## src/rtl/huff_sym_decode_if.sv

```systemverilog
// Bus bundle for huff_sym_decode.
//   Table write stream : tbl_winc, tbl_addr, tbl_sym, tbl_len, tbl_done
//   Compressed bytes   : in_data, in_valid, in_last, in_ready
//   Decoded symbols    : sym_out, sym_len, sym_last, sym_valid, sym_ready
//   Status             : err
// The master modport is the side that feeds tables/bytes and accepts symbols;
// the slave modport is the decoder.
interface huff_sym_decode_if #(
    parameter int HUFF_CODE_LEN = 8,
    parameter int HUFF_LEN_LEN  = 4,
    parameter int SYM_W         = 8
);
    logic                     tbl_winc;
    logic [HUFF_CODE_LEN-1:0] tbl_addr;
    logic [SYM_W-1:0]         tbl_sym;
    logic [HUFF_LEN_LEN-1:0]  tbl_len;
    logic                     tbl_done;

    logic [7:0]               in_data;
    logic                     in_valid;
    logic                     in_last;
    logic                     in_ready;

    logic [SYM_W-1:0]         sym_out;
    logic [HUFF_LEN_LEN-1:0]  sym_len;
    logic                     sym_last;
    logic                     sym_valid;
    logic                     sym_ready;

    logic                     err;

    modport master (
        output tbl_winc, tbl_addr, tbl_sym, tbl_len, tbl_done,
        output in_data, in_valid, in_last,
        input  in_ready,
        input  sym_out, sym_len, sym_last, sym_valid,
        output sym_ready,
        input  err
    );

    modport slave (
        input  tbl_winc, tbl_addr, tbl_sym, tbl_len, tbl_done,
        input  in_data, in_valid, in_last,
        output in_ready,
        output sym_out, sym_len, sym_last, sym_valid,
        input  sym_ready,
        output err
    );
endinterface

```

## src/rtl/huff_sym_decode.sv

```systemverilog
// Huffman symbol decoder.
// Captures a lookup table written by the table generator (one entry per
// left-justified code address), then, after tbl_done, pulls compressed bytes
// into a 16-bit LSB-first bit buffer, looks up the next HUFF_CODE_LEN stream
// bits (oldest bit is the address MSB) and emits one symbol per handshake,
// consuming exactly the code length.
// Ports:
//   clk    - clock
//   rst_n  - asynchronous active-low reset
//   clr    - synchronous pulse: invalidate table, flush buffer, clear err, go to LOAD
//   bus    - huff_sym_decode_if.slave: table writes, byte input, symbol output, err
module huff_sym_decode #(
    parameter int HUFF_CODE_LEN = 8,
    parameter int HUFF_LEN_LEN  = 4,
    parameter int SYM_W         = 8
) (
    input  logic                clk,
    input  logic                rst_n,
    input  logic                clr,
    huff_sym_decode_if.slave    bus
);
    localparam int DEPTH = 1 << HUFF_CODE_LEN;
    localparam int CNT_W = 5;

    typedef enum logic [2:0] {LOAD, FILL, LOOKUP, OUT, ERR} state_t;

    state_t state, state_nxt;

    logic [SYM_W-1:0]        ram_sym [DEPTH];
    logic [HUFF_LEN_LEN-1:0] ram_len [DEPTH];
    logic [DEPTH-1:0]        ram_vld;

    logic [SYM_W-1:0]        rd_sym;
    logic [HUFF_LEN_LEN-1:0] rd_len;
    logic                    rd_vld;

    logic [15:0]             bit_buf;
    logic [CNT_W-1:0]        count;
    logic                    last_seen;
    logic                    run;
    logic                    err_q;

    logic [HUFF_CODE_LEN-1:0] window;
    logic                    in_ready_int;
    logic                    accept;
    logic                    code_ok;
    logic                    sym_valid_int;
    logic                    consume;
    logic [15:0]             buf_shift;
    logic [15:0]             buf_nxt;
    logic [CNT_W-1:0]        cnt_shift;
    logic [CNT_W-1:0]        cnt_nxt;

    // run holds in_ready low during reset and the first cycle after release.
    assign in_ready_int  = run & (count <= CNT_W'(8)) & ~last_seen & (state != ERR);
    assign accept        = bus.in_valid & in_ready_int;
    assign code_ok       = rd_vld & (CNT_W'(rd_len) <= count);
    assign sym_valid_int = (state == OUT) & code_ok;
    assign consume       = sym_valid_int & bus.sym_ready;

    // Oldest buffered bit is the address MSB; bits not yet received read as 0.
    always_comb begin
        window = '0;
        for (int unsigned k = 0; k < HUFF_CODE_LEN; k++) begin
            if (CNT_W'(k) < count) begin
                window[HUFF_CODE_LEN-1-k] = bit_buf[k];
            end
        end
    end

    // Consume first, then append the new byte right above the remaining bits.
    always_comb begin
        buf_shift = consume ? (bit_buf >> rd_len) : bit_buf;
        cnt_shift = consume ? (count - CNT_W'(rd_len)) : count;
        buf_nxt   = buf_shift;
        cnt_nxt   = cnt_shift;
        if (accept) begin
            buf_nxt = buf_shift | ({8'b0, bus.in_data} << cnt_shift);
            cnt_nxt = cnt_shift + CNT_W'(8);
        end
    end

    always_ff @(posedge clk or negedge rst_n) begin
        if (!rst_n) begin
            bit_buf   <= '0;
            count     <= '0;
            last_seen <= 1'b0;
            run       <= 1'b0;
        end else begin
            run <= 1'b1;
            if (clr) begin
                bit_buf   <= '0;
                count     <= '0;
                last_seen <= 1'b0;
            end else begin
                bit_buf <= buf_nxt;
                count   <= cnt_nxt;
                if (accept && bus.in_last) begin
                    last_seen <= 1'b1;
                end
            end
        end
    end

    // Table storage: data array has no reset, validity is tracked separately.
    always_ff @(posedge clk) begin
        if (bus.tbl_winc && !clr) begin
            ram_sym[bus.tbl_addr] <= bus.tbl_sym;
            ram_len[bus.tbl_addr] <= bus.tbl_len;
        end
    end

    always_ff @(posedge clk or negedge rst_n) begin
        if (!rst_n) begin
            ram_vld <= '0;
        end else if (clr) begin
            ram_vld <= '0;
        end else if (bus.tbl_winc) begin
            ram_vld[bus.tbl_addr] <= 1'b1;
        end
    end

    always_ff @(posedge clk or negedge rst_n) begin
        if (!rst_n) begin
            rd_sym <= '0;
            rd_len <= '0;
            rd_vld <= 1'b0;
        end else if (state == LOOKUP) begin
            rd_sym <= ram_sym[window];
            rd_len <= ram_len[window];
            rd_vld <= ram_vld[window];
        end
    end

    always_ff @(posedge clk or negedge rst_n) begin
        if (!rst_n) begin
            err_q <= 1'b0;
        end else if (clr) begin
            err_q <= 1'b0;
        end else if ((state == OUT) && !code_ok) begin
            err_q <= 1'b1;
        end
    end

    // FSM: state register
    always_ff @(posedge clk or negedge rst_n) begin
        if (!rst_n) begin
            state <= LOAD;
        end else begin
            state <= state_nxt;
        end
    end

    // FSM: next state
    always_comb begin
        state_nxt = state;
        case (state)
            LOAD:   if (bus.tbl_done) state_nxt = FILL;
            FILL:   if ((count >= CNT_W'(8)) || (last_seen && (count != '0))) state_nxt = LOOKUP;
            LOOKUP: state_nxt = OUT;
            OUT: begin
                if (!code_ok) begin
                    state_nxt = ERR;
                end else if (bus.sym_ready) begin
                    state_nxt = FILL;
                end
            end
            ERR:    state_nxt = ERR;
            default: state_nxt = LOAD;
        endcase
        if (clr) begin
            state_nxt = LOAD;
        end
    end

    // FSM: outputs (symbol fields forced to zero whenever no symbol is offered)
    always_comb begin
        bus.in_ready  = in_ready_int;
        bus.sym_valid = sym_valid_int;
        bus.sym_out   = sym_valid_int ? rd_sym : '0;
        bus.sym_len   = sym_valid_int ? rd_len : '0;
        bus.sym_last  = sym_valid_int & last_seen & (count == CNT_W'(rd_len)) & ~accept;
        bus.err       = err_q;
    end
endmodule

```

## src/flat_wrapper.sv

```systemverilog
// flat-port wrapper written by rule: the top's interface ports become plain ports
module huff_sym_decode_flat 
#(
    parameter int HUFF_CODE_LEN = 8,
    parameter int HUFF_LEN_LEN  = 4,
    parameter int SYM_W         = 8
)
  (clk, rst_n, clr, bus_tbl_winc, bus_tbl_addr, bus_tbl_sym, bus_tbl_len, bus_tbl_done, bus_in_data, bus_in_valid, bus_in_last, bus_in_ready, bus_sym_out, bus_sym_len, bus_sym_last, bus_sym_valid, bus_sym_ready, bus_err);
  huff_sym_decode_if #(.HUFF_CODE_LEN(HUFF_CODE_LEN), .HUFF_LEN_LEN(HUFF_LEN_LEN), .SYM_W(SYM_W)) bus_i ();
  input  logic clk;
  input  logic rst_n;
  input  logic clr;
  input wire logic [$bits(bus_i.tbl_winc)-1:0] bus_tbl_winc;
  input wire logic [$bits(bus_i.tbl_addr)-1:0] bus_tbl_addr;
  input wire logic [$bits(bus_i.tbl_sym)-1:0] bus_tbl_sym;
  input wire logic [$bits(bus_i.tbl_len)-1:0] bus_tbl_len;
  input wire logic [$bits(bus_i.tbl_done)-1:0] bus_tbl_done;
  input wire logic [$bits(bus_i.in_data)-1:0] bus_in_data;
  input wire logic [$bits(bus_i.in_valid)-1:0] bus_in_valid;
  input wire logic [$bits(bus_i.in_last)-1:0] bus_in_last;
  output wire logic [$bits(bus_i.in_ready)-1:0] bus_in_ready;
  output wire logic [$bits(bus_i.sym_out)-1:0] bus_sym_out;
  output wire logic [$bits(bus_i.sym_len)-1:0] bus_sym_len;
  output wire logic [$bits(bus_i.sym_last)-1:0] bus_sym_last;
  output wire logic [$bits(bus_i.sym_valid)-1:0] bus_sym_valid;
  input wire logic [$bits(bus_i.sym_ready)-1:0] bus_sym_ready;
  output wire logic [$bits(bus_i.err)-1:0] bus_err;
  assign bus_i.tbl_winc = bus_tbl_winc;
  assign bus_i.tbl_addr = bus_tbl_addr;
  assign bus_i.tbl_sym = bus_tbl_sym;
  assign bus_i.tbl_len = bus_tbl_len;
  assign bus_i.tbl_done = bus_tbl_done;
  assign bus_i.in_data = bus_in_data;
  assign bus_i.in_valid = bus_in_valid;
  assign bus_i.in_last = bus_in_last;
  assign bus_in_ready = bus_i.in_ready;
  assign bus_sym_out = bus_i.sym_out;
  assign bus_sym_len = bus_i.sym_len;
  assign bus_sym_last = bus_i.sym_last;
  assign bus_sym_valid = bus_i.sym_valid;
  assign bus_i.sym_ready = bus_sym_ready;
  assign bus_err = bus_i.err;
  huff_sym_decode #(.HUFF_CODE_LEN(HUFF_CODE_LEN), .HUFF_LEN_LEN(HUFF_LEN_LEN), .SYM_W(SYM_W)) u_core (.clk(clk), .rst_n(rst_n), .clr(clr), .bus(bus_i));
endmodule
```

## config.mk

```make
export PLATFORM = sky130hd
export DESIGN_NAME = huff_sym_decode_flat
export DESIGN_NICKNAME = d
export VERILOG_FILES = /design/src/rtl/huff_sym_decode_if.sv /design/src/rtl/huff_sym_decode.sv /design/src/flat_wrapper.sv
export SDC_FILE = /design/constraint.sdc
export NUM_CORES = 2
export LEC_CHECK = 0
export CAP_MARGIN = 20
export CORE_MARGIN = 5
export CORE_UTILIZATION = 45
export CTS_CLUSTER_DIAMETER = 80
export CTS_CLUSTER_SIZE = 24
export DETAILED_ROUTE_END_ITERATION = 12
export PLACE_DENSITY_LB_ADDON = 0.25
export SETUP_SLACK_MARGIN = 0.4
export SLEW_MARGIN = 20
export SYNTH_ARGS = -nofsm -noshare
export SYNTH_HDL_FRONTEND = slang
export SYNTH_SLANG_ARGS = --single-unit
```

## constraint.sdc

```tcl
create_clock -name clk -period 8.9 [get_ports clk]
set_input_delay 2.225 -clock clk [delete_from_list [all_inputs] [get_ports clk]]
set_output_delay 2.225 -clock clk [all_outputs]
set_load 0.005 [all_outputs]
```

==> metrics.txt <==
# TYPE chip_impl_metric gauge
chip_impl_info{name="status",value="finished clean"} 1
chip_impl_metric{name="dieWidth",unit="um"} 561
chip_impl_metric{name="layout.cells.non_filler",unit=""} 13500
chip_impl_metric{name="peakVddDrop",unit="mV"} 0.154
chip_impl_metric{name="p_leak",unit="nW"} 48.1
chip_impl_metric{name="ctsHtreeMaxLevel",unit=""} 4
chip_impl_info{name="min-delay-path-class",value="reg -> reg"} 1
chip_impl_metric{name="max-slew-margin-rel",unit=""} 0.101
chip_impl_metric{name="synth-warning-count",unit=""} 0
chip_impl_metric{name="cts.clk_slew.worst_paths",unit="ns"} 0.09
chip_impl_metric{name="ys_seq_elements",unit=""} 3368
chip_impl_metric{name="cts_made_buffers",unit=""} 176
chip_impl_info{name="timing.critical_path.max_delay_family",value="buffers and inverters"} 1
chip_impl_metric{name="totalWireLength",unit="mm"} 450
chip_impl_metric{name="critical-path-max-stage-delay",unit="ns"} 0.77
chip_impl_info{name="hold_end",value="u_core.ram_vld[221]$_DFFE_PN0P_"} 1
chip_impl_metric{name="clock_sink_count",unit=""} 3368
chip_impl_metric{name="cp_num_buf_inv",unit=""} 3
chip_impl_metric{name="placedCellCount",unit=""} 13100
chip_impl_metric{name="route.detailed.wl_per_inst",unit="um"} 33.4
chip_impl_metric{name="layout.filler_cells",unit=""} 25700
chip_impl_metric{name="finalMaxSlewViolations",unit=""} 0
chip_impl_metric{name="globalRouteTotalUtil",unit=""} 0.278
chip_impl_info{name="rsz_0062_raised_after_global_routing",value="no"} 1
chip_impl_info{name="criticalPathCategory",value="reg -> out"} 1
chip_impl_metric{name="layout.core_utilization",unit=""} 0.485
chip_impl_info{name="min_from",value="u_core.ram_vld[221]$_DFFE_PN0P_"} 1
chip_impl_metric{name="syn-cell-area",unit="sq um"} 136000
chip_impl_info{name="synth.area.top_cells",value="edfxtp_1 (68%), dfrtp_1 (5.4%), nand2_1 (4.9%), mux4_2 (2.3%), mux2i_1 (2.2%)"} 1
chip_impl_metric{name="worst_hold_path.num_cells",unit=""} 1
chip_impl_metric{name="design_power_total",unit="mW"} 28.3
chip_impl_metric{name="layout_cell_share_with_drive_strength_beyond_1",unit=""} 0.0937
chip_impl_metric{name="timing.critical_path.arrival",unit="ns"} 4.66
chip_impl_metric{name="final.setup.tns",unit="ns"} 0
chip_impl_metric{name="fin_hold_ws",unit="ns"} 0.486
chip_impl_metric{name="synth_fp_nets",unit=""} 9610
chip_impl_metric{name="syn-instance-count",unit=""} 9569
chip_impl_info{name="tritoncts",value="yes"} 1
chip_impl_metric{name="synth_cell_types",unit=""} 89
chip_impl_metric{name="grt_max_degree",unit=""} 133
chip_impl_metric{name="skew",unit="ns"} 0.0679
chip_impl_metric{name="antenna_violations_before_repair",unit=""} 37
chip_impl_metric{name="finalSetupViolations",unit=""} 0
chip_impl_metric{name="final_nets",unit=""} 9367
chip_impl_metric{name="synth_enable_flop_cells",unit=""} 3072
chip_impl_metric{name="antenna_violating_nets_post_route",unit=""} 0
chip_impl_metric{name="power-per-cell-area",unit="nW/um^2"} 193
chip_impl_metric{name="reg2reg_depth",unit=""} 10
chip_impl_metric{name="routed-via-count",unit=""} 86700
chip_impl_info{name="crit_path_top_delay_cell",value="dfrtp_1"} 1
chip_impl_metric{name="tightestPinTransition",unit="ns"} 1.34
chip_impl_metric{name="globalRouteOverflowTotal",unit=""} 0
chip_impl_metric{name="levels_on_crit_path",unit=""} 9
chip_impl_metric{name="grt_pass1_vias",unit=""} 82200
chip_impl_metric{name="detailedRoute.firstIterationViolations",unit=""} 13600
chip_impl_info{name="ys_dominant_reg_cell",value="edfxtp_1"} 1
chip_impl_metric{name="later_pin_clock_latency_in_the_skew_report",unit="ns"} 0.91
chip_impl_metric{name="cts_hold_buf",unit=""} 0
chip_impl_info{name="timing.critical_path.cells",value="inv_1 -> ha_1 -> nor2b_1 -> o21a_1 -> o21ai_0 -> a21boi_2 -> buf_4 -> and3_1 -> clkdlybuf4s50_1"} 1
chip_impl_metric{name="die_height",unit="um"} 561
chip_impl_metric{name="register_area_share_after_synthesis",unit=""} 0.731
chip_impl_metric{name="initial_cell_density_of_the_core",unit=""} 0.451
chip_impl_metric{name="yosysTopAreaCellShare",unit=""} 0.676
chip_impl_metric{name="ys_async_sr_fraction",unit=""} 0.0879
chip_impl_metric{name="grt_first_pass_wirelength",unit="mm"} 629
chip_impl_metric{name="post_cts_resized",unit=""} 0
chip_impl_metric{name="finalCriticalPeriod",unit="ns"} 6.88
chip_impl_metric{name="die_area",unit="sq um"} 314000
chip_impl_metric{name="clock_path_buffers",unit=""} 4
chip_impl_metric{name="placementRows",unit=""} 202
chip_impl_metric{name="num_io_pins",unit=""} 52
chip_impl_metric{name="io_buffer_count",unit=""} 51
chip_impl_metric{name="core",unit="sq um"} 302000
chip_impl_metric{name="synth.avg_cell_area",unit="sq um"} 14.3
chip_impl_metric{name="syn2layout_area_growth",unit="%"} 7.58
chip_impl_info{name="worstSetupStartpointType",value="register"} 1
chip_impl_metric{name="cts_setup_buffers",unit=""} 0
chip_impl_info{name="timing.critical_path.to_type",value="primary output"} 1
chip_impl_metric{name="avgViaCountPerCell",unit=""} 6.44
chip_impl_info{name="reg2reg_from",value="u_core.count[1]$_DFF_PN0_"} 1
chip_impl_metric{name="pre_repair_dr_iteration_count",unit=""} 8
chip_impl_metric{name="max-cap-violations",unit=""} 0
chip_impl_metric{name="drt_drc_violations_left",unit=""} 0
chip_impl_metric{name="hpwl",unit="mm"} 266
chip_impl_metric{name="timing.reg2reg.setup_slack",unit="ns"} 3.25
chip_impl_metric{name="finalWeightedCongestion",unit=""} 0.919
chip_impl_metric{name="fmax",unit="MHz"} 145
chip_impl_metric{name="required",unit="ns"} 6.68
chip_impl_info{name="root_buffer",value="clkbuf_16"} 1
chip_impl_info{name="yosysTopAreaCell",value="edfxtp_1"} 1
chip_impl_info{name="r2r-end",value="u_core.rd_sym[0]$_DFFE_PN0N_"} 1
chip_impl_metric{name="min_period_over_period",unit=""} 0.773
chip_impl_metric{name="critical_path_peak_fanout",unit=""} 21
chip_impl_metric{name="endpoints_failing_hold",unit=""} 0
-- synthesized netlist by cell type, drive strengths merged, types with 19 or more instances --
master      n
edfxtp   3072
mux2i     300
clkbuf    200
and3       58
a21oi     273
a31oi     298
nor2b     177
mux2       83
dfrtp     296
inv        95
a32oi      21
mux4      140
a21o      175
nand2    1787
a311oi    123
o221ai     22
o211ai     84
o2111ai    52
o31ai      19
a22oi      23
nand4      47
a211oi    246
a2111oi    19
nand3     541
nor3       53
o22ai     137
nor2      373
a221oi     21
buf       502
nor4       27
o21ai     164
-- worst max-delay path by stage --
stage / startpoint / to / slack [ns]
2_1_floorplan: clr / u_core.ram_len[211][0]$_DFFE_PP_ / 4.45
3_3_place_gp: bus_tbl_winc / u_core.ram_len[49][1]$_DFFE_PP_ / 2.39
6_report: u_core.rd_len[1]$_DFFE_PN0N_ / bus_sym_out[3] / 2.02
4_1_cts: u_core.rd_len[1]$_DFFE_PN0N_ / bus_sym_out[3] / 2.04
3_5_place_dp: bus_tbl_winc / u_core.ram_len[49][1]$_DFFE_PP_ / 2.37
5_1_grt: u_core.rd_len[1]$_DFFE_PN0N_ / bus_sym_last / 1.83
-- per-stage QoR --
| step | setup slack [ns] | area (sq um) |
|---|---|---|
| after floorplan | 4.45 | 136000 |
| after detailed placement | 2.37 | 141000 |
| after global routing | 1.83 | 147000 |
| final | 2.02 | 147000 |
| after CTS | 2.04 | 146000 |
| after global placement | 2.39 | 141000 |
-- kinds of logic (layout without fill, tap and decap cells) --
group,count (synthesis),in the layout,synth area share
AOI/OAI and AO/OA,1754,1754,0.0884
and+or+nand+nor,3116,3116,0.0984
muxes,523,523,0.0521
adders and majority gates,5,5,0.000514
DFF,3368,3368,0.731
other,1,22,0.0000275
xor gates and xnor gates,3,3,0.000193
buffers and inverters,799,687,0.0297
-- state kept, by name, indices dropped and copies added (netlist names) --
name / count
u_core.rd_sym: 8
u_core.state: 3
u_core.run: 1
u_core.ram_len: 1024
u_core.bus.err: 1
u_core.rd_vld: 1
u_core.ram_vld: 256
u_core.rd_len: 4
u_core.ram_sym: 2048
u_core.count: 5
u_core.bit_buf: 16
u_core.last_seen: 1
-- cell usage in the layout, fill, tap and decap left out, types with 23 or more instances in the layout --
cell type,Yosys,layout
edfxtp_1,3072,3072
nand2_1,1785,1768
nand3_1,541,536
mux2i_1,299,299
a31oi_1,298,298
dfrtp_1,296,294
a21oi_1,273,273
a211oi_1,246,246
nor2_1,368,230
clkbuf_16,0,181
nor2b_1,177,177
buf_4,73,177
a21o_1,175,175
o21ai_0,150,150
nor2_2,2,138
mux4_2,138,138
o22ai_1,137,137
a311oi_1,122,122
inv_1,95,95
clkbuf_1,200,89
mux2_2,83,83
o211ai_1,83,83
and3_1,58,58
nor3_1,53,53
o2111ai_1,52,52
buf_12,0,51
nand4_1,47,47
clkdlybuf4s50_1,0,37
nor4_1,27,24
a22oi_1,23,23
-- routing by layer --
metal / global-route usage / routed length [um] / vias to the layer above
met5: 0 / 145 / -
met4: 0.148 / 27100 / 16
met3: 0.0622 / 49600 / 1013
met2: 0.428 / 206000 / 5728
met1: 0.370 / 167000 / 44200
li1: - / - / 35700
-- worst register-to-register path, delay by kind of cell (launching register included) --
kind | cells | cell delay [ns]
AOI/OAI and AO/OA | 4 | 2.14
buffers and inverters | 2 | 1.17
DFF | 1 | 0.74
muxes | 2 | 0.69
and+or+nand+nor | 2 | 0.81
-- cell type report --
class,instances,area (sq um),share of cell area
diodes,21,52.6,0.000358
clock buffers,274,4920,0.0335
clock inverters,35,528,0.00360
inverters,97,369,0.00252
multi-input cells,5402,33300,0.227
flip-flops and latches,3368,99700,0.679
well taps,3978,4980,0.0339
repair buffers,281,2950,0.0201
-- where the power goes --
part	leakage [nW]	total, mW	internal [mW]	switching [mW]
Sequential	31.7	17.4	17.3	0.117
Combinational	13.7	1.64	0.386	1.26
Clock	2.61	9.25	4.14	5.11
Total	48.1	28.3	21.8	6.49
(Power assumes the default switching activity.)
